<file path="config.mk">
export PLATFORM = sky130hd
export DESIGN_NAME = operand_fetch
export DESIGN_NICKNAME = d
export VERILOG_FILES = /design/src/rtl/operand_fetch.sv
export SDC_FILE = /design/constraint.sdc
export NUM_CORES = 1
export LEC_CHECK = 0
export CORE_MARGIN = 2
export CORE_UTILIZATION = 30
export CTS_CLUSTER_SIZE = 30
export DETAILED_ROUTE_END_ITERATION = 6
export SYNTH_ARGS = -nofsm -noshare
export SYNTH_HDL_FRONTEND = slang
export SYNTH_SLANG_ARGS = --single-unit
</file>
<file path="constraint.sdc">
create_clock -name clk -period 3.34 [get_ports clk]
set_input_delay 0.668 -clock clk [delete_from_list [all_inputs] [get_ports clk]]
set_output_delay 0.668 -clock clk [all_outputs]
set_load 0.05 [all_outputs]
</file>
<file path="src/rtl/operand_fetch.sv">
// operand_fetch: issue stage in front of the register file.
// Takes decoded instructions over valid/ready and drives the register file
// read addresses. Same-cycle writeback data is bypassed into the operands.
// A busy-bit scoreboard stalls RAW/WAW hazards. Fetched operands are held in
// a one-entry output stage for execute.
module operand_fetch #(
    parameter int N = 32,
    parameter int R = 7
) (
    input  logic         clk,
    input  logic         resetN,
    input  logic         inValid,
    output logic         inReady,
    input  logic [R-1:0] inRs1,
    input  logic [R-1:0] inRs2,
    input  logic [R-1:0] inRd,
    input  logic [N-1:0] inImm,
    input  logic         inRegWrite,
    output logic [R-1:0] readReg1,
    output logic [R-1:0] readReg2,
    input  logic [N-1:0] readData1,
    input  logic [N-1:0] readData2,
    input  logic         wbEnable,
    input  logic [R-1:0] wbReg,
    input  logic [N-1:0] wbData,
    input  logic         flush,
    output logic         outValid,
    input  logic         outReady,
    output logic [N-1:0] outRs1Data,
    output logic [N-1:0] outRs2Data,
    output logic [R-1:0] outRd,
    output logic [N-1:0] outImm,
    output logic         outRegWrite,
    output logic [15:0]  stallCount
);

    localparam int NREG = 1 << R;

    logic [NREG-1:0] r_busy;
    logic            r_out_valid;
    logic [N-1:0]    r_rs1_data;
    logic [N-1:0]    r_rs2_data;
    logic [R-1:0]    r_rd;
    logic [N-1:0]    r_imm;
    logic            r_reg_write;
    logic [15:0]     r_stall_count;

    logic            w_wb_hit1;
    logic            w_wb_hit2;
    logic            w_wb_hitd;
    logic            w_hazard;
    logic            w_accept;
    logic [N-1:0]    w_op1;
    logic [N-1:0]    w_op2;

    assign readReg1 = inRs1;
    assign readReg2 = inRs2;

    // A writeback to a busy source resolves the hazard in the same cycle,
    // because its data is bypassed instead of read from the stale file.
    always_comb begin
        w_wb_hit1 = wbEnable && (wbReg == inRs1);
        w_wb_hit2 = wbEnable && (wbReg == inRs2);
        w_wb_hitd = wbEnable && (wbReg == inRd);
        w_hazard  = (r_busy[inRs1] && !w_wb_hit1)
                 || (r_busy[inRs2] && !w_wb_hit2)
                 || (inRegWrite && r_busy[inRd] && !w_wb_hitd);
        w_op1     = w_wb_hit1 ? wbData : readData1;
        w_op2     = w_wb_hit2 ? wbData : readData2;
        inReady   = resetN && !flush && !w_hazard && (!r_out_valid || outReady);
        w_accept  = inValid && inReady;
    end

    // One-entry output stage; data registers only change on accept.
    always_ff @(posedge clk or negedge resetN) begin
        if (!resetN) begin
            r_out_valid <= 1'b0;
            r_rs1_data  <= '0;
            r_rs2_data  <= '0;
            r_rd        <= '0;
            r_imm       <= '0;
            r_reg_write <= 1'b0;
        end else if (flush) begin
            r_out_valid <= 1'b0;
        end else if (w_accept) begin
            r_out_valid <= 1'b1;
            r_rs1_data  <= w_op1;
            r_rs2_data  <= w_op2;
            r_rd        <= inRd;
            r_imm       <= inImm;
            r_reg_write <= inRegWrite;
        end else if (outReady) begin
            r_out_valid <= 1'b0;
        end
    end

    // Scoreboard: the set is written after the clear so it wins on a collision.
    always_ff @(posedge clk or negedge resetN) begin
        if (!resetN) begin
            r_busy <= '0;
        end else if (flush) begin
            r_busy <= '0;
        end else begin
            if (wbEnable) begin
                r_busy[wbReg] <= 1'b0;
            end
            if (w_accept && inRegWrite) begin
                r_busy[inRd] <= 1'b1;
            end
        end
    end

    // Saturating count of cycles an offered instruction was held by a hazard.
    always_ff @(posedge clk or negedge resetN) begin
        if (!resetN) begin
            r_stall_count <= '0;
        end else if (inValid && w_hazard && !flush && (r_stall_count != 16'hFFFF)) begin
            r_stall_count <= r_stall_count + 16'd1;
        end
    end

    assign outValid    = r_out_valid;
    assign outRs1Data  = r_rs1_data;
    assign outRs2Data  = r_rs2_data;
    assign outRd       = r_rd;
    assign outImm      = r_imm;
    assign outRegWrite = r_reg_write;
    assign stallCount  = r_stall_count;

endmodule

</file>
Word level (Yosys, flattened, before mapping)
Index checks and enable logic that the tools add are counted.
Storage, ports and cells
  word-level logic and storage cells: 70
  register bits: 249
  input port bits: 163
  output and inout port bits: 136
Cells by class
  equal/unequal tests: 4
  order comparisons: 6
  bitwise gates (word level): 4
  reductions and logical operators: 28
  mux-type cells: 19
  $add $sub $neg: 1
Operators with widths (number)
  128-bit two-way mux: 4
  128-bit bitwise AND: 1
  128-bit inverter: 1
  128-bit OR: 1
  32-bit two-way mux: 2
  7-bit by 8-bit less-than comparator with 1-bit output (second input constant): 4
  1-bit binary-select mux with 7-bit select: 3
  7-bit == test: 3
  1-bit logical AND: 17
  16-bit by 1-bit adder with 16-bit output (second input constant): 1
  16-bit != test (second input constant): 1
  1-bit demux with 7-bit select: 2
  7-bit by 1-bit greater-or-equal comparator with 1-bit output (second input constant): 2
  1-bit two-way mux: 8
  1-bit logical NOT: 6
  1-bit logical OR: 3
  3-bit nonzero test: 1
  2-bit AND reduction: 1
  1-bit inverter: 1

Longest topological paths before layout
Gate-level depths: netlist of run 1.
  word-level depth: 13
  gate-level depth with buffers: 15
  gate-level depth less buffers: 9

Least setup slack after synthesis of run 1
Ideal clock, no wire load.
  kind: input to output
  from: input inRs1[0]
  to: output inReady
  data required time: 2.672 ns
  stages: 10
  data arrival time: 3.736 ns
  path buffers: 3
  setup slack: -1.064 ns
  cell sequence: buf_2 > buf_2 > mux4_2 > a22oi_1 > nand3_1 > a211oi_1 > or4b_2 > nand4_2 > buf_2 > nor3_1
On the way
  longest elaborated chain between the ends: 9
  elaborated cells on any way between the ends: 11
  those cells by class: eq/ne: 1; mux: 2; reduce/logical: 8
RTL lines
  start: declaration: RTL line 14  | input logic [R-1:0] inRs1,
  branches (longest 3 deep; another with 1-bit binary-select mux with 7-bit select)
  1-bit logical AND (*): RTL line 65  | w_hazard = (r_busy[inRs1] && !w_wb_hit1)
  1-bit logical OR (*): RTL line 66  | || (r_busy[inRs2] && !w_wb_hit2)
  1-bit logical OR (*): RTL line 67  | || (inRegWrite && r_busy[inRd] && !w_wb_hitd);
  1-bit logical NOT (*): RTL line 70  | inReady = resetN && !flush && !w_hazard && (!r_out_valid || outReady);
  1-bit logical AND (*) (2 in series): RTL line 70
  end: declaration: RTL line 13  | output logic inReady,
Every way passes the cells marked *. The select of a mux whose other input is x is not followed.

Worst setup path after layout of run 1
  from: register r_busy[28]
  to: output inReady
On the way
  longest elaborated chain between the ends: 8
  elaborated cells on any way between the ends: 15
  those cells by class: mux: 6; reduce/logical: 9
RTL lines
  start: declaration: RTL line 39  | logic [NREG-1:0] r_busy;
  start signal: assignment: RTL line 100  | r_busy <= '0;
  start signal: assignment: RTL line 102  | r_busy <= '0;
  start signal: indexed assignment: RTL line 105  | r_busy[wbReg] <= 1'b0;
  1-bit binary-select mux with 7-bit select (on tied branches): RTL line 65, 66, 67
  1-bit two-way mux (on tied branches): RTL line 65, 66, 67
  1-bit logical AND (on tied branches): RTL line 65, 66, 67
  1-bit logical OR / 1-bit logical AND (equally long branches): RTL line 66, 67
  1-bit logical OR (*): RTL line 67
  1-bit logical NOT (*): RTL line 70
  1-bit logical AND (*) (2 in series): RTL line 70
Every way passes the cells marked *; elsewhere a longest branch is shown, timed or not. The select of a mux whose other input is x is not followed.

==> results of run 1 <==
sequential cells by signal, indices dropped and copies added (netlist names):
signal,cells
r_busy,128
outRegWrite,1
outImm,32
outRd,7
outRs2Data,32
outRs1Data,32
outValid,1
stallCount,16
critical path, cell delays in order, from the launching register on:
cell and delay, ns:
dfrtp_1 0.38, mux2_4 0.28, a221o_1 0.29, a222oi_1 0.35, o22ai_1 0.16, o31ai_2 0.24
a41o_1 0.26, nand4_4 0.15, nor3_4 0.20, buf_12 0.17
how the worst max path moves through the flow:
stage,start,to,slack (ns),cells after the start
after floorplan,inRd[0],inReady,-0.23,11
after global placement,inRd[1],inReady,-0.85,12
after detailed placement,inRd[1],r_busy[93],-0.92,13
after CTS,r_busy[28],inReady,-0.38,9
after global routing,inRs2[2],inReady,-0.45,11
final,r_busy[28],inReady,-0.40,9
Yosys cell counts (3+ instances only):
library cell | count | share of area
a221oi_1 | 8 | 0.0046
buf_2 | 20 | 0.0066
mux2_4 | 16 | 0.016
a22oi_1 | 27 | 0.013
o21ai_0 | 21 | 0.0069
mux2_2 | 165 | 0.12
inv_1 | 7 | 0.0017
buf_1 | 8 | 0.0020
xnor2_1 | 34 | 0.020
nor2_1 | 30 | 0.0074
clkbuf_1 | 52 | 0.013
o2bb2ai_1 | 7 | 0.0040
o22ai_1 | 3 | 0.0012
mux4_2 | 58 | 0.086
o311ai_0 | 3 | 0.0017
o21a_1 | 4 | 0.0020
a22o_1 | 3 | 0.0017
a221o_1 | 3 | 0.0020
nor2b_1 | 20 | 0.0083
a31oi_1 | 7 | 0.0029
nand2_1 | 136 | 0.034
a21oi_1 | 10 | 0.0033
o211ai_1 | 48 | 0.024
buf_4 | 37 | 0.018
dfrtp_1 | 249 | 0.41
o31ai_1 | 114 | 0.056
nor3_1 | 17 | 0.0056
a211oi_1 | 6 | 0.0030
mux2i_1 | 54 | 0.036
nand4_1 | 18 | 0.0074
nand3_1 | 118 | 0.039
nand2b_1 | 11 | 0.0045
and3_1 | 6 | 0.0025
buf_6 | 7 | 0.0052
power by group:
part / internal (W) / switching (W) / total (W)
combinational: 0.00158 / 0.00264 / 0.00422
clock: 0.00199 / 0.00139 / 0.00338
sequential: 0.00346 / 0.000270 / 0.00373
total: 0.00703 / 0.00430 / 0.0113
layer usage:
layer / wire [um] / vias up / track usage / part of all wire
li1: - / 6054 / - / -
met1: 25200 / 7099 / 0.296 / 0.41
met2: 28300 / 776 / 0.365 / 0.46
met3: 6460 / 149 / 0.0785 / 0.10
met4: 2080 / 2 / 0.0747 / 0.033
met5: 50 / - / 0.00735 / 0.00080
final cells by class:
class,count,area share
Antenna cell,1,0.000114
Timing Repair Buffer,518,0.228
Inverter,10,0.00177
Multi-Input combinational cell,984,0.401
Tap cell,672,0.0385
Clock inverter,12,0.00733
Clock buffer,41,0.0385
Sequential cell,249,0.285
through the flow:
step	hold WS (ns)	cell area (um^2)
3_5_place_dp	0.492	20100
4_1_cts	0.488	21500
3_3_place_gp	0.486	20100
2_1_floorplan	0.372	15300
6_report	0.504	21900
5_1_grt	0.513	21900
cell families (layout without fill, tap and decap cells):
group                      count (synthesis)  count (layout)  synth area share
AOI/OAI and AO/OA                        279             279             0.137
xor gates and xnor gates                  36              36            0.0208
adders and majority gates                  1               1          0.000825
buffers and inverters                    138             581            0.0509
DFF                                      249             249             0.411
muxes                                    296             296             0.263
other                                      0               1                 0
and+or+nand+nor                          372             372             0.116
timing repair:
| action | CTS | global route |
|---|---|---|
| pin swaps | 9 | 1 |
| endpoints found under the hold margin | 27 | 0 |
| setup buffers | 4 | 0 |
| hold buffers | 1 | 0 |
| setup endpoints to repair | 233 | 234 |
| gates cloned | 3 | 1 |
| gates resized for setup | 57 | 66 |
==> out/results.tsv, run 1 <==
stage	metric	value	unit
synthesis	count of state elements after synthesis	249	
global_route	vias in the first global route	14500	
floorplan	Initial Util	0.303	
synthesis	Post-synth EDFFs	0	
outcome	outcome	finished, violations left	
floorplan	io pins	299	
worst_hold_path	Hold EP	outImm[7]	
finish	share of post-route cells with drive strength above 1	0.351	
floorplan	Die Y	229	um
finish	Multi-input gate area	8770	um^2
synthesis	Most used DFF post-synth	dfrtp_1	
worst_hold_path	Hold Path Class	reg -> reg	
timing	Max-slew headroom	0.378	
finish	most common cell after layout, fill and taps aside	clkdlybuf4s50_1	
detailed_routing	Avg WL per Cell	25.0	um
synthesis	ys async rst share	1.00	
timing	Setup WS post-layout	-0.396	ns
detailed_routing	via count	14100	
clocking	Max clock buf depth	3	
global_route	Remaining Overflow, GRT	0	
setup_path	Reg2Reg Capture Point	outImm[11]	
synthesis	syn avg cell area	11.1	um^2
outcome	failing checks	negative setup slack	
placement	pre-CTS setup slack	-0.917	ns
power	Power Total	0.0113	W
clocking	H-tree Lvls	1	
finish	# nets final	1956	
clocking	CTS tree	yes	
placement	port bufs	298	
power	Lkg Pwr	8.80	nW
finish	register area	6230	um^2
synthesis	Ys Warns	0	
floorplan	placeable core region	50000	um^2
setup_path	R2R Path Start	r_busy[28]	
timing	setup TNS	-35.17	ns
floorplan	die area	52300	um^2
global_route	largest net degree at the start of global routing	157	
detailed_routing	DR vias/cell	5.66	
power	Power Dens Cells	518	nW/um^2
clocking	Inserted Clock Buffers	29	
setup_path	kind of critical path	reg -> out	
clocking	Clk pin slew, worst setup/hold paths	0.06	ns
setup_path	critical path endpoint category	primary output	
timing	endpoints failing setup	218	
timing	min Tclk post-route	3.74	ns
setup_path	CP arrival	3.07	ns
global_route	initial antenna violation count	1	
clocking	clk sinks	249	
finish	Area growth syn-to-layout	44.2	%
synthesis	Mapped Cells	1371	
global_route	Total GRT Usage	0.231	
worst_hold_path	Worst Hold Path Cells	1	
synthesis	Synth Cell Area	15200	um^2
clocking	clk_lat worst skew	0.59	ns
run	Max Cap Viol	0	
detailed_routing	total routed wirelength	62100	um
timing	Slew Limit Fails	0	
timing	fmax	0.268	GHz
floorplan	Die Span X	229	um
timing	RSZ-0062 raised after global routing	yes	
detailed_routing	Final ANT Viol Nets	0	
finish	Final Util	0.437	
timing	crit share post-route	1.12	
timing	Hold Fails Final Rpt	0	
detailed_routing	Residual DRC	0	
synthesis	syn nets	1535	
timing	Worst Skew	0.0126	ns
global_route	first-pass GRT wire length	92100	um
detailed_routing	first drt pass iteration count	5	
synthesis	Synth cell types	67	
timing	worst-margin pin slew	0.933	ns
synthesis	Seq/Total Area, Yosys	0.411	
clocking	CTS Root Cell	clkbuf_16	
worst_hold_path	Worst Min Path Start	outImm[7]	
setup_path	Critical Path Start Type	flop	
finish	commonest cells after routing, fill and taps aside	clkdlybuf4s50_1, dfrtp_1, buf_4	
power	Peak VDD IR	0.578	mV
placement	placed instance count	2425	
setup_path	critical path data required time	2.67	ns
setup_path	FF-to-FF path depth	12	
setup_path	critical-path maximum fanout	2	
floorplan	Rows	82	
placement	DP HPWL	45300	um
finish	Layout Cells excl Fill	2487	
finish	Filler Cell Count	4711	
placement	gpl congestion	1.01	
detailed_routing	Iter 0 DRT Violations	1371	
setup_path	R2R setup slack	-0.25	ns
No activity file was read; power rests on OpenSTA's default activity.
==> run 2: changes to the inputs <==
Settings changed: GPL_ROUTABILITY_DRIVEN set to 0, PLACE_DENSITY set to 0.51.
==> run 2 against run 1 <==
Compared with the run above: clock-buffer cell count grew 4; combinational power rose by 2%; clock power up 3%; sequential cell count did not move; via count is 0.87% higher; power increased by 1.5%; highest routed layer is now met4; sequential share of layout area is 1.0 points lower; setup slack got worse by 0.024 ns; utilization grew 1.6 points; the run still ends with negative setup slack left; maximum frequency fell by 0.63%; critical endpoint is now outRd[4]; die area stayed put.
==> out/results.tsv, run 2 (same netlist as run 1, synthesis figures left out) <==
stage	metric	value	unit	change
outcome	outcome	finished, violations left		
outcome	failing checks	negative setup slack		
run	Max Cap Viol	0		unchanged
global_route	largest net degree at the start of global routing	170		+8.3%
clocking	CTS tree	yes		
setup_path	FF-to-FF path depth	14		+2
finish	most common cell after layout, fill and taps aside	clkdlybuf4s50_1		
detailed_routing	first drt pass iteration count	5		unchanged
floorplan	Rows	82		unchanged
finish	# nets final	1958		+0.10%
finish	share of post-route cells with drive strength above 1	0.366		+0.0150
global_route	initial antenna violation count	0		-1
timing	worst-margin pin slew	1.01	ns	+0.0760 ns
clocking	Max clock buf depth	3		unchanged
finish	register area	6230	um^2	unchanged
power	Lkg Pwr	9.03	nW	+2.7%
placement	DP Area	20000	um^2	-0.46%
finish	Area growth syn-to-layout	49.4	%	
timing	crit share post-route	1.13		+0.00708
finish	max reg flops	128		unchanged
setup_path	worst-path cell chain	mux4_4, mux2i_1, buf_4, o221ai_1, o21ai_1, a41o_1, nand4_4, buf_4, buf_6, or3_4, buf_12, buf_6, buf_16, mux2_2		
worst_hold_path	Hold Path Class	in -> async		
setup_path	delay-heaviest family, CP	multiplexers		
placement	DP HPWL	45000	um	-0.55%
setup_path	kind of critical path	reg -> reg		
power	Peak VDD IR	0.450	mV	-22%
timing	fmax	0.266	GHz	-0.63%
timing	endpoints failing setup	234		+7.3%
detailed_routing	Iter 0 DRT Violations	1295		-5.5%
placement	pre-CTS setup slack	-0.814	ns	+0.103 ns
finish	number of diodes	0		-1
detailed_routing	Avg WL per Cell	26.7	um	+6.7%
setup_path	crit path launch	r_busy[85]		
setup_path	worst path buffer plus inverter count	6		+5
timing	Hold Slack	0.0540	ns	-0.450 ns
finish	commonest cells after routing, fill and taps aside	clkdlybuf4s50_1, dfrtp_1, buf_4		
finish	Filler Cell Count	4639		-1.5%
clocking	H-tree Lvls	1		unchanged
placement	port bufs	298		unchanged
setup_path	critical-path maximum fanout	7		+5
floorplan	Initial Util	0.303		unchanged
detailed_routing	Residual DRC	0		unchanged
clocking	clk sinks	249		unchanged
detailed_routing	total routed wirelength	66400	um	+6.9%
floorplan	io pins	299		unchanged
clocking	Inserted Clock Buffers	31		+6.9%
timing	Worst Skew	0.0246	ns	+0.0120 ns
global_route	vias in the first global route	14300		-0.80%
clocking	Clk pin slew, worst setup/hold paths	0.06	ns	about the same
global_route	Total GRT Usage	0.239		+0.00801
floorplan	Die Span X	229	um	unchanged
timing	Max-slew headroom	0.327		-0.0506
timing	Setup WS post-layout	-0.420	ns	-0.0236 ns
power	Power Dens Cells	507	nW/um^2	-2.1%
finish	Final Instance Area	22700	um^2	+3.6%
global_route	Remaining Overflow, GRT	0		unchanged
power	Power Total	0.0115	W	+1.5%
timing	RSZ-0062 raised after global routing	yes		
floorplan	die area	52300	um^2	unchanged
floorplan	Die Y	229	um	unchanged
timing	min Tclk post-route	3.76	ns	+0.0236 ns
floorplan	placeable core region	50000	um^2	unchanged
setup_path	R2R Path Start	r_busy[85]		
setup_path	WP depth	14		+5
clocking	CTS Root Cell	clkbuf_16		
timing	Slew Limit Fails	0		unchanged
detailed_routing	via count	14200		+0.87%
global_route	first-pass GRT wire length	95400	um	+3.6%
finish	Most flops, register	r_busy		
setup_path	crit path max-delay cell type	mux4_4		
detailed_routing	DR vias/cell	5.70		+0.71%
setup_path	max incr delay on CP	0.60	ns	+0.22 ns
finish	Multi-input gate area	9130	um^2	+4.2%
setup_path	Critical Path Start Type	flop		
detailed_routing	Final ANT Viol Nets	0		unchanged
timing	Hold Fails Final Rpt	0		unchanged
setup_path	CP arrival	4.25	ns	+1.18 ns
setup_path	critical path endpoint category	flop		
clocking	clk_lat worst skew	0.61	ns	+0.02 ns
setup_path	critical path data required time	3.83	ns	+1.16 ns
## run 2: changes by cell type in the layout (fill, tap and decap cells not counted), moves of 4 or more
cell / previous run / this run
o21ai_0: 21 / 12
o21ai_1: 0 / 9
buf_16: 2 / 10
o31ai_4: 8 / 37
clkbuf_16: 30 / 38
buf_4: 202 / 175
buf_12: 18 / 29
o31ai_1: 32 / 7
o31ai_2: 74 / 70
## run 2: worst paths after layout
kind	endpoint	slack, ns
setup / recovery	outRd[4]	-0.42
hold / removal	r_busy[1]	0.05
setup reg to reg	outRd[4]	-0.42
hold reg to reg	stallCount[15]	0.50
max in group asynchronous	r_busy[94]	2.28
min in group clk	stallCount[15]	0.50
## run 2: cell type report
class | count | area share
Timing Repair Buffer | 518 | 0.237
Clock buffer | 45 | 0.0401
Sequential cell | 249 | 0.275
Multi-Input combinational cell | 984 | 0.403
Tap cell | 672 | 0.0371
Clock inverter | 13 | 0.00619
Inverter | 10 | 0.00171
## run 2: where the power goes
group | internal, W | leakage, nW | switching [W] | total [W]
Combinational | 0.00162 | 5.23 | 0.00267 | 0.00429
Clock | 0.00204 | 0.521 | 0.00143 | 0.00347
Sequential | 0.00346 | 3.28 | 0.000267 | 0.00373
## run 2: what timing repair did
action | CTS | global route
hold buffers | 1 | 0
pin swaps | 6 | 3
endpoints found under the hold margin | 33 | 0
gates resized for setup | 28 | 165
setup buffers | 5 | 7
endpoints found under the setup margin | 232 | 235
gates cloned | 8 | 11
## run 2: metal layers
metal | GRT usage | share of wire
met2 | 0.381 | 0.46
met3 | 0.0623 | 0.089
met4 | 0.0560 | 0.027
met1 | 0.324 | 0.42
met5 | 0 | 0
## run 2: through the flow
stage	std cells	TNS (ns)	util
3_5_place_dp	2401	-174.13	0.400
5_1_grt	2491	-89.30	0.453
2_1_floorplan	1371	-1.80	-
3_3_place_gp	2401	-154.48	0.400
6_report	2491	-69.85	0.453
4_1_cts	2473	-19.75	0.429
